[src/rtl/uart_tx_scheduler_if.sv]
// Requester byte lanes plus the Transmitter start/data/done handshake seen by uart_tx_scheduler.
// master = scheduler side, slave = requesters and Transmitter side.
interface uart_tx_scheduler_if #(
    parameter int NREQ  = 2,
    parameter int DBITS = 8
);
    logic [NREQ-1:0]       req_valid;
    logic [NREQ*DBITS-1:0] req_data;
    logic [NREQ-1:0]       req_last;
    logic [NREQ-1:0]       req_ready;
    logic [NREQ-1:0]       grant;
    logic                  busy;
    logic                  tx_start;
    logic [DBITS-1:0]      tx_data;
    logic                  tx_done;

    modport master (
        input  req_valid, req_data, req_last, tx_done,
        output req_ready, grant, busy, tx_start, tx_data
    );

    modport slave (
        output req_valid, req_data, req_last, tx_done,
        input  req_ready, grant, busy, tx_start, tx_data
    );
endinterface

[src/rtl/uart_tx_scheduler.sv]
// Round-robin, message-granular sharing of one UART Transmitter among NREQ byte streams.
// Define UART_TX_SCHED_CRLF_EN to append CR (13) and LF (10) after every message.
module uart_tx_scheduler #(
    parameter int NREQ  = 2,
    parameter int DBITS = 8
) (
    input  logic                clk,
    input  logic                reset,
    uart_tx_scheduler_if.master bus
);
    localparam int IW = $clog2(NREQ);

`ifdef UART_TX_SCHED_CRLF_EN
    typedef enum logic [2:0] {IDLE, FETCH, SEND, WAIT, CR, LF} state_t;
    typedef enum logic [1:0] {SEQ_DATA, SEQ_CR, SEQ_LF} seq_t;
    seq_t seq_reg, seq_next;
`else
    typedef enum logic [1:0] {IDLE, FETCH, SEND, WAIT} state_t;
`endif

    state_t           state_reg, state_next;
    logic [NREQ-1:0]  grant_reg, grant_next;
    logic [IW-1:0]    grant_idx_reg, grant_idx_next;
    logic [IW-1:0]    rr_ptr_reg, rr_ptr_next;
    logic [DBITS-1:0] tx_data_reg, tx_data_next;
    logic             last_reg, last_next;
    logic [NREQ-1:0]  req_ready;
    logic             tx_start;
    logic             msg_end;
    logic [NREQ-1:0]  rot_valid;
    logic [NREQ-1:0]  pick_onehot;
    logic [IW-1:0]    rot_k;
    logic [IW-1:0]    pick_idx;
    logic [IW:0]      pick_sum;

    // Rotate requests so rr_ptr sits at bit 0, then take the lowest set bit.
    always_comb begin
        rot_valid = NREQ'({bus.req_valid, bus.req_valid} >> rr_ptr_reg);
        rot_k     = '0;
        for (int k = NREQ - 1; k >= 0; k--) begin
            if (rot_valid[k]) rot_k = IW'(k);
        end
    end

    assign pick_sum = {1'b0, rr_ptr_reg} + {1'b0, rot_k};
    assign pick_idx = (pick_sum >= (IW+1)'(NREQ)) ? IW'(pick_sum - (IW+1)'(NREQ))
                                                 : pick_sum[IW-1:0];

    for (genvar gi = 0; gi < NREQ; gi++) begin : g_onehot
        assign pick_onehot[gi] = (pick_idx == IW'(gi));
    end

    always_comb begin
        state_next     = state_reg;
        grant_next     = grant_reg;
        grant_idx_next = grant_idx_reg;
        rr_ptr_next    = rr_ptr_reg;
        tx_data_next   = tx_data_reg;
        last_next      = last_reg;
`ifdef UART_TX_SCHED_CRLF_EN
        seq_next       = seq_reg;
`endif
        req_ready      = '0;
        tx_start       = 1'b0;
        msg_end        = 1'b0;

        case (state_reg)
            IDLE: begin
                if (|bus.req_valid) begin
                    grant_next     = pick_onehot;
                    grant_idx_next = pick_idx;
                    state_next     = FETCH;
                end
            end
            FETCH: begin
                req_ready = grant_reg & bus.req_valid;
                if (|req_ready) begin
                    tx_data_next = bus.req_data[grant_idx_reg*DBITS +: DBITS];
                    last_next    = bus.req_last[grant_idx_reg];
`ifdef UART_TX_SCHED_CRLF_EN
                    seq_next     = SEQ_DATA;
`endif
                    state_next   = SEND;
                end
            end
            SEND: begin
                tx_start   = 1'b1;
                state_next = WAIT;
            end
            WAIT: begin
                if (bus.tx_done) begin
`ifdef UART_TX_SCHED_CRLF_EN
                    if (seq_reg == SEQ_CR)      state_next = LF;
                    else if (seq_reg == SEQ_LF) msg_end    = 1'b1;
                    else if (last_reg)          state_next = CR;
                    else                        state_next = FETCH;
`else
                    if (last_reg) msg_end    = 1'b1;
                    else          state_next = FETCH;
`endif
                end
            end
`ifdef UART_TX_SCHED_CRLF_EN
            CR: begin
                tx_data_next = DBITS'(13);
                seq_next     = SEQ_CR;
                state_next   = SEND;
            end
            LF: begin
                tx_data_next = DBITS'(10);
                seq_next     = SEQ_LF;
                state_next   = SEND;
            end
`endif
            default: state_next = IDLE;
        endcase

        // Next search starts just past the requester that owned this message.
        if (msg_end) begin
            grant_next  = '0;
            rr_ptr_next = (grant_idx_reg == IW'(NREQ - 1)) ? '0 : grant_idx_reg + IW'(1);
            state_next  = IDLE;
        end
    end

    always_ff @(posedge clk) begin
        if (reset) begin
            state_reg     <= IDLE;
            grant_reg     <= '0;
            grant_idx_reg <= '0;
            rr_ptr_reg    <= '0;
            tx_data_reg   <= '0;
            last_reg      <= 1'b0;
`ifdef UART_TX_SCHED_CRLF_EN
            seq_reg       <= SEQ_DATA;
`endif
        end else begin
            state_reg     <= state_next;
            grant_reg     <= grant_next;
            grant_idx_reg <= grant_idx_next;
            rr_ptr_reg    <= rr_ptr_next;
            tx_data_reg   <= tx_data_next;
            last_reg      <= last_next;
`ifdef UART_TX_SCHED_CRLF_EN
            seq_reg       <= seq_next;
`endif
        end
    end

    assign bus.req_ready = req_ready;
    assign bus.grant     = grant_reg;
    assign bus.busy      = (state_reg != IDLE);
    assign bus.tx_start  = tx_start;
    assign bus.tx_data   = tx_data_reg;
endmodule
[src/flat_wrapper.sv]
// flat-port wrapper written by rule: the top's interface ports become plain ports
module uart_tx_scheduler_flat 
#(
    parameter int NREQ  = 2,
    parameter int DBITS = 8
)
  (clk, reset, bus_req_valid, bus_req_data, bus_req_last, bus_tx_done, bus_req_ready, bus_grant, bus_busy, bus_tx_start, bus_tx_data);
  uart_tx_scheduler_if #(.NREQ(NREQ), .DBITS(DBITS)) bus_i ();
  input  logic clk;
  input  logic reset;
  input wire logic [$bits(bus_i.req_valid)-1:0] bus_req_valid;
  input wire logic [$bits(bus_i.req_data)-1:0] bus_req_data;
  input wire logic [$bits(bus_i.req_last)-1:0] bus_req_last;
  input wire logic [$bits(bus_i.tx_done)-1:0] bus_tx_done;
  output wire logic [$bits(bus_i.req_ready)-1:0] bus_req_ready;
  output wire logic [$bits(bus_i.grant)-1:0] bus_grant;
  output wire logic [$bits(bus_i.busy)-1:0] bus_busy;
  output wire logic [$bits(bus_i.tx_start)-1:0] bus_tx_start;
  output wire logic [$bits(bus_i.tx_data)-1:0] bus_tx_data;
  assign bus_i.req_valid = bus_req_valid;
  assign bus_i.req_data = bus_req_data;
  assign bus_i.req_last = bus_req_last;
  assign bus_i.tx_done = bus_tx_done;
  assign bus_req_ready = bus_i.req_ready;
  assign bus_grant = bus_i.grant;
  assign bus_busy = bus_i.busy;
  assign bus_tx_start = bus_i.tx_start;
  assign bus_tx_data = bus_i.tx_data;
  uart_tx_scheduler #(.NREQ(NREQ), .DBITS(DBITS)) u_core (.clk(clk), .reset(reset), .bus(bus_i));
endmodule
[config.mk]
export PLATFORM = sky130hd
export DESIGN_NAME = uart_tx_scheduler_flat
export DESIGN_NICKNAME = d
export VERILOG_FILES = /design/src/rtl/uart_tx_scheduler_if.sv /design/src/rtl/uart_tx_scheduler.sv /design/src/flat_wrapper.sv
export SDC_FILE = /design/constraint.sdc
export NUM_CORES = 1
export LEC_CHECK = 0
export ABC_CLOCK_PERIOD_IN_PS = 1600
export BUFFER_PORTS_ARGS = -buffer_cell sky130_fd_sc_hd__buf_4
export CORE_MARGIN = 2
export CORE_UTILIZATION = 40
export CTS_CLUSTER_SIZE = 10
export DETAILED_ROUTE_END_ITERATION = 10
export PLACE_DENSITY_LB_ADDON = 0.1
export SYNTH_ARGS = -nofsm -noshare
export SYNTH_HDL_FRONTEND = slang
export SYNTH_SLANG_ARGS = --single-unit
[constraint.sdc]
create_clock -name clk -period 1.6 [get_ports clk]
set_clock_uncertainty 0.05 [all_clocks]
set_input_delay 0.4 -clock clk [delete_from_list [all_inputs] [get_ports clk]]
set_output_delay 0.4 -clock clk [all_outputs]
set_load 0.01 [all_outputs]
* After elaboration in Yosys (flattened, before gate mapping)
Cells that the tools add are included.
Cells by class: add/subtract/negate cells 3, order comparisons 2, reductions and logical operators 8, mux-type cells 16, shift-type cells 2, bitwise operators 2, eq/ne operators 7
Operators by type and width (number):
- variable part select 16 x 5 -> 8 bit | 1
- 2-to-1 mux 1 bit | 10
- 2-to-1 mux 2 bit | 5
- case mux 2 bit (4 select lines) | 1
- OR reduction 2 bit | 3
- equality test 2 bit (second input constant) | 2
- != test 2 x 1 -> 1 bit (second input constant) | 2
- != test 2 bit (second input constant) | 2
- AND reduction 2 bit | 2
- AND reduction 4 bit | 1
- right shift 4 x 1 -> 2 bit | 1
- adder 1 x 1 -> 2 bit | 1
- bitwise AND 2 bit | 1
- equality test 2 x 1 -> 1 bit (second input constant) | 1
- >= comparator 2 bit (second input constant) | 1
- logical NOT 2 bit | 1
- < comparator 1 x 2 -> 1 bit (second input constant) | 1
- nonzero test 2 bit | 1
- adder 1 bit (second input constant) | 1
- NOT 1 bit | 1
- subtractor 1 bit (second input constant) | 1
Storage, ports and cells: word-level logic and storage cells 46, bits in registers 15

* Longest topological paths before layout
depth in word-level cells 7, mapped depth 5, gate-level depth less buffers 5

* Worst setup path before layout
OpenSTA, ideal clock, no wires.
path kind register -> output, from reg u_core.state_reg[1], to out bus_req_ready[1], data required time 1150 ps, data arrival time 1092 ps, path slack 58 ps, cell stages (with the launch flop) 5, path through dfxtp_1 -> inv_1 -> ha_1 -> clkbuf_1 -> and3_2
Between the ends: word-level cells in the longest chain between the ends 2
RTL lines:
- start, declared | RTL line uart_tx_scheduler.sv:21 | state_t state_reg, state_next;
- start signal, assigned | RTL line uart_tx_scheduler.sv:138 | state_reg <= state_next;
- equality test 2 x 1 -> 1 bit | RTL line uart_tx_scheduler.sv:67 | case (state_reg)
- 2-to-1 mux 2 bit | RTL line uart_tx_scheduler.sv:67
- end, declared | RTL line flat_wrapper.sv:15 | output wire logic [$bits(bus_i.req_ready)-1:0] bus_req_ready;
Every way passes these cells.

* Worst setup path in the final report
Ends and elaborated chain as after synthesis.

==> run_results.csv <==
group,metric,value,unit
logic_synthesis,synth_common_cells,"15 x dfxtp_1, 12 x a21oi_1, 10 x mux2i_1, 9 x a211oi_2, 9 x nand2_1",
cts,clockBufferDepth,2,
worst_setup_path,endpoint,"bus_req_ready[1]",
global_route,grt.overflow.total,0,
final_layout,largest_reg_flops,8,
route,wl,2030,um
logic_synthesis,synth_top_area_share,35.9,%
timing,hold_ws,0.368,ns
worst_setup_path,crit_path_end_kind,"output port",
logic_synthesis,synth.avg_cell_area,9.72,um^2
cts,clock_sinks,15,
worst_setup_path,cp_cell_sequence,"inv_4 > ha_4 > and3_4 > buf_6",
worst_setup_path,r2r_slack,0.14,ns
cts,clk_latency,0.28,ns
global_route,grt_pass1_vias,712,
logic_synthesis,ys_top_cells_by_area,"dfxtp_1 36%, a211oi_2 13%, mux2i_1 12%",
final_layout,syn_to_final_growth,46.1,%
timing,hold_viol,0,
global_route,grt_max_degree,14,
flow_run,maxCapViolations,0,
logic_synthesis,ys_seq_area_share,35.9,%
place,dp_cells,146,
timing,relSlewSlack,76.1,%
final_layout,nFillCells,192,
worst_setup_path,cp_max_fo,4,
final_layout,layout-drive-gt1-share,50.8,%
logic_synthesis,synth_edf_count,0,
place,placed_cell_area,1120,um^2
route,ant_nets,0,
final_layout,fin_nets,154,
worst_setup_path,r2r-end,"u_core.state_reg[1]$_SDFFE_PP0P_",
die,core_region_area,1960,um^2
cts,root_buffer,"clkbuf_4",
die,die_x,49.7,um
worst_setup_path,crit_cells,4,
worst_setup_path,crit_path_start,"u_core.state_reg[1]$_SDFFE_PP0P_",
logic_synthesis,dominantRegCellSynth,"dfxtp_1",
route,vias,807,
worst_setup_path,crit_buf_inv,2,
final_layout,n_antenna_cell,0,
logic_synthesis,ys_async_sr_fraction,0,%
logic_synthesis,yosysMostFrequentCell,"dfxtp_1",
outcome,run_status,"complete, no violations",
timing,post-route-period-util,97.5,%
logic_synthesis,synth_seq_cells,15,
route,viasPerCell,5.27,
final_layout,fin_cells,153,
pwr,power_density,1230,nW/um^2
logic_synthesis,synthesis.nets,113,
global_route,antenna_found_initial,0,
timing,setup_viol_count_final,0,
cts,holdBufCountCts,0,
die,die_h,49.7,um
cts,htreeDepth,1,
die,num_io_pins,37,
worst_setup_path,critPathSlowestCell,"dfxtp_2",
die,initial_utilization,42.6,%
final_layout,final_core_utilization,62.2,%
cts,cts_tree,"built",
timing,rsz0062_at_grt,"true",
worst_setup_path,start_kind,"flop",
worst_setup_path,critPathTopFamily,"flip-flops",
pwr,max-vdd-ir-drop,0.000995,V
logic_synthesis,syn-cell-area,836,um^2
pwr,leakage,0.501,nW
cts,path_clk_slew,0.08,ns
timing,max_clock_freq,0.641,GHz
worst_setup_path,crit_type,"flop to output port",
logic_synthesis,synth_top_area_cell,"dfxtp_1",
timing,layout_min_cycle_time,1.56,ns
global_route,grt_pass1_wl,3320,um
place,io_buffers,36,
worst_setup_path,worstPathRequired,1.15,ns
worst_setup_path,crit-reg2reg-launch,"u_core.state_reg[1]$_SDFFE_PP0P_",
timing,finalMaxSlewViolations,0,
route,dr.pass1.iters,4,
worst_setup_path,cp.arrival,1.11,ns
min_path,hp-class,"input port to flop",
logic_synthesis,ys_types,27,
logic_synthesis,synth_warnings,0,
global_route,grt.total_usage,17.8,%
worst_setup_path,cpPeakStageDelay,0.36,ns
final_layout,final_area,1220,um^2
place,dp_hpwl,1490,um
route,drc,0,
die,die_area,2470,um^2
logic_synthesis,syn_inst,86,
route,wl_per_cell,13.3,um
place,place.gp.congestion,0.821,
timing,worst_pin_slew,0.359,ns
die,rows,16,
worst_setup_path,r2r_cells,6,
cts,numCtsBuffers,3,
route,first_iter_violations,14,
## per-layer routing
layer	global-route usage [%]	up-vias	routed length [um]
li1	-	396	-
met1	21.4	378	855
met2	29.6	29	1000
met3	6.06	4	143
met4	5.56	0	33
met5	0	-	0
## timing repair
action                                  in CTS  in global routing
hold endpoints to repair                     0                  0
endpoints found under the setup margin       3                  3
setup buffers                                1                  2
gates resized for setup                      9                  7
pin swaps                                    1                  2
## how the worst min path moves through the flow
stage | from | end | slack (ns) | cells past startpoint
floorplan | u_core.rr_ptr_reg$_SDFFE_PP0P_ | u_core.rr_ptr_reg$_SDFFE_PP0P_ | 0.40 | 2
global placement | u_core.rr_ptr_reg$_SDFFE_PP0P_ | u_core.rr_ptr_reg$_SDFFE_PP0P_ | 0.41 | 2
detailed placement | u_core.rr_ptr_reg$_SDFFE_PP0P_ | u_core.rr_ptr_reg$_SDFFE_PP0P_ | 0.43 | 2
CTS | reset | u_core.bus.tx_data[3]$_SDFFE_PP0P_ | 0.35 | 2
global route | reset | u_core.bus.tx_data[5]$_SDFFE_PP0P_ | 0.36 | 2
finish | reset | u_core.bus.tx_data[2]$_SDFFE_PP0P_ | 0.37 | 2
## placed cells by master, fill, tap and decap left out
cell type and count:
buf_6 3, a22oi_1 1, dfxtp_1 13, ha_1 2
nand3_1 1, o32ai_1 1, buf_4 38, inv_2 2
nor2_1 1, nand2b_1 2, a22o_1 1, a31oi_1 1
ha_4 2, a32oi_1 1, a21o_1 2, inv_1 1
a221oi_1 1, or2_2 1, and2_4 1, a211oi_2 9
mux2i_1 10, nor3b_1 1, dfxtp_2 1, dfxtp_4 1
nand2_1 9, a211oi_1 1, clkbuf_4 3, inv_4 1
a21oi_1 12, clkbuf_1 1, and3_4 2
## where the power goes
part | leakage, nW | total [mW] | switching [mW] | internal [mW]
Combinational | 0.363 | 0.754 | 0.359 | 0.395
Sequential | 0.123 | 0.535 | 0.0798 | 0.456
Clock | 0.0150 | 0.213 | 0.116 | 0.0968
## kinds of logic after synthesis
family	after synthesis	synth area share (%)
fa+ha+maj	4	5.99
compound gates	30	29.2
flops	15	35.9
simple gates	18	10.9
buf+inv	9	5.99
mux	10	12.0
## cell type report
type,instances,area [um^2],share of cell area [%]
Clock buffer,4,26.3,2.15
Inverter,4,17.5,1.43
Multi-Input combinational cell,62,519,42.5
Sequential cell,15,305,25.0
Tap cell,27,33.8,2.77
Timing Repair Buffer,41,319,26.1
## stage by stage
stage	worst slack, ns	power, mW	setup TNS (ns)
4_1_cts	0.00123	1.42	0
3_3_place_gp	0.146	1.14	0
3_5_place_dp	0.0945	1.15	0
5_1_grt	-0.000840	1.61	-0.000840
6_report	0.0404	1.50	0
2_1_floorplan	0.0578	0.925	0
(Power assumes the default switching activity.)
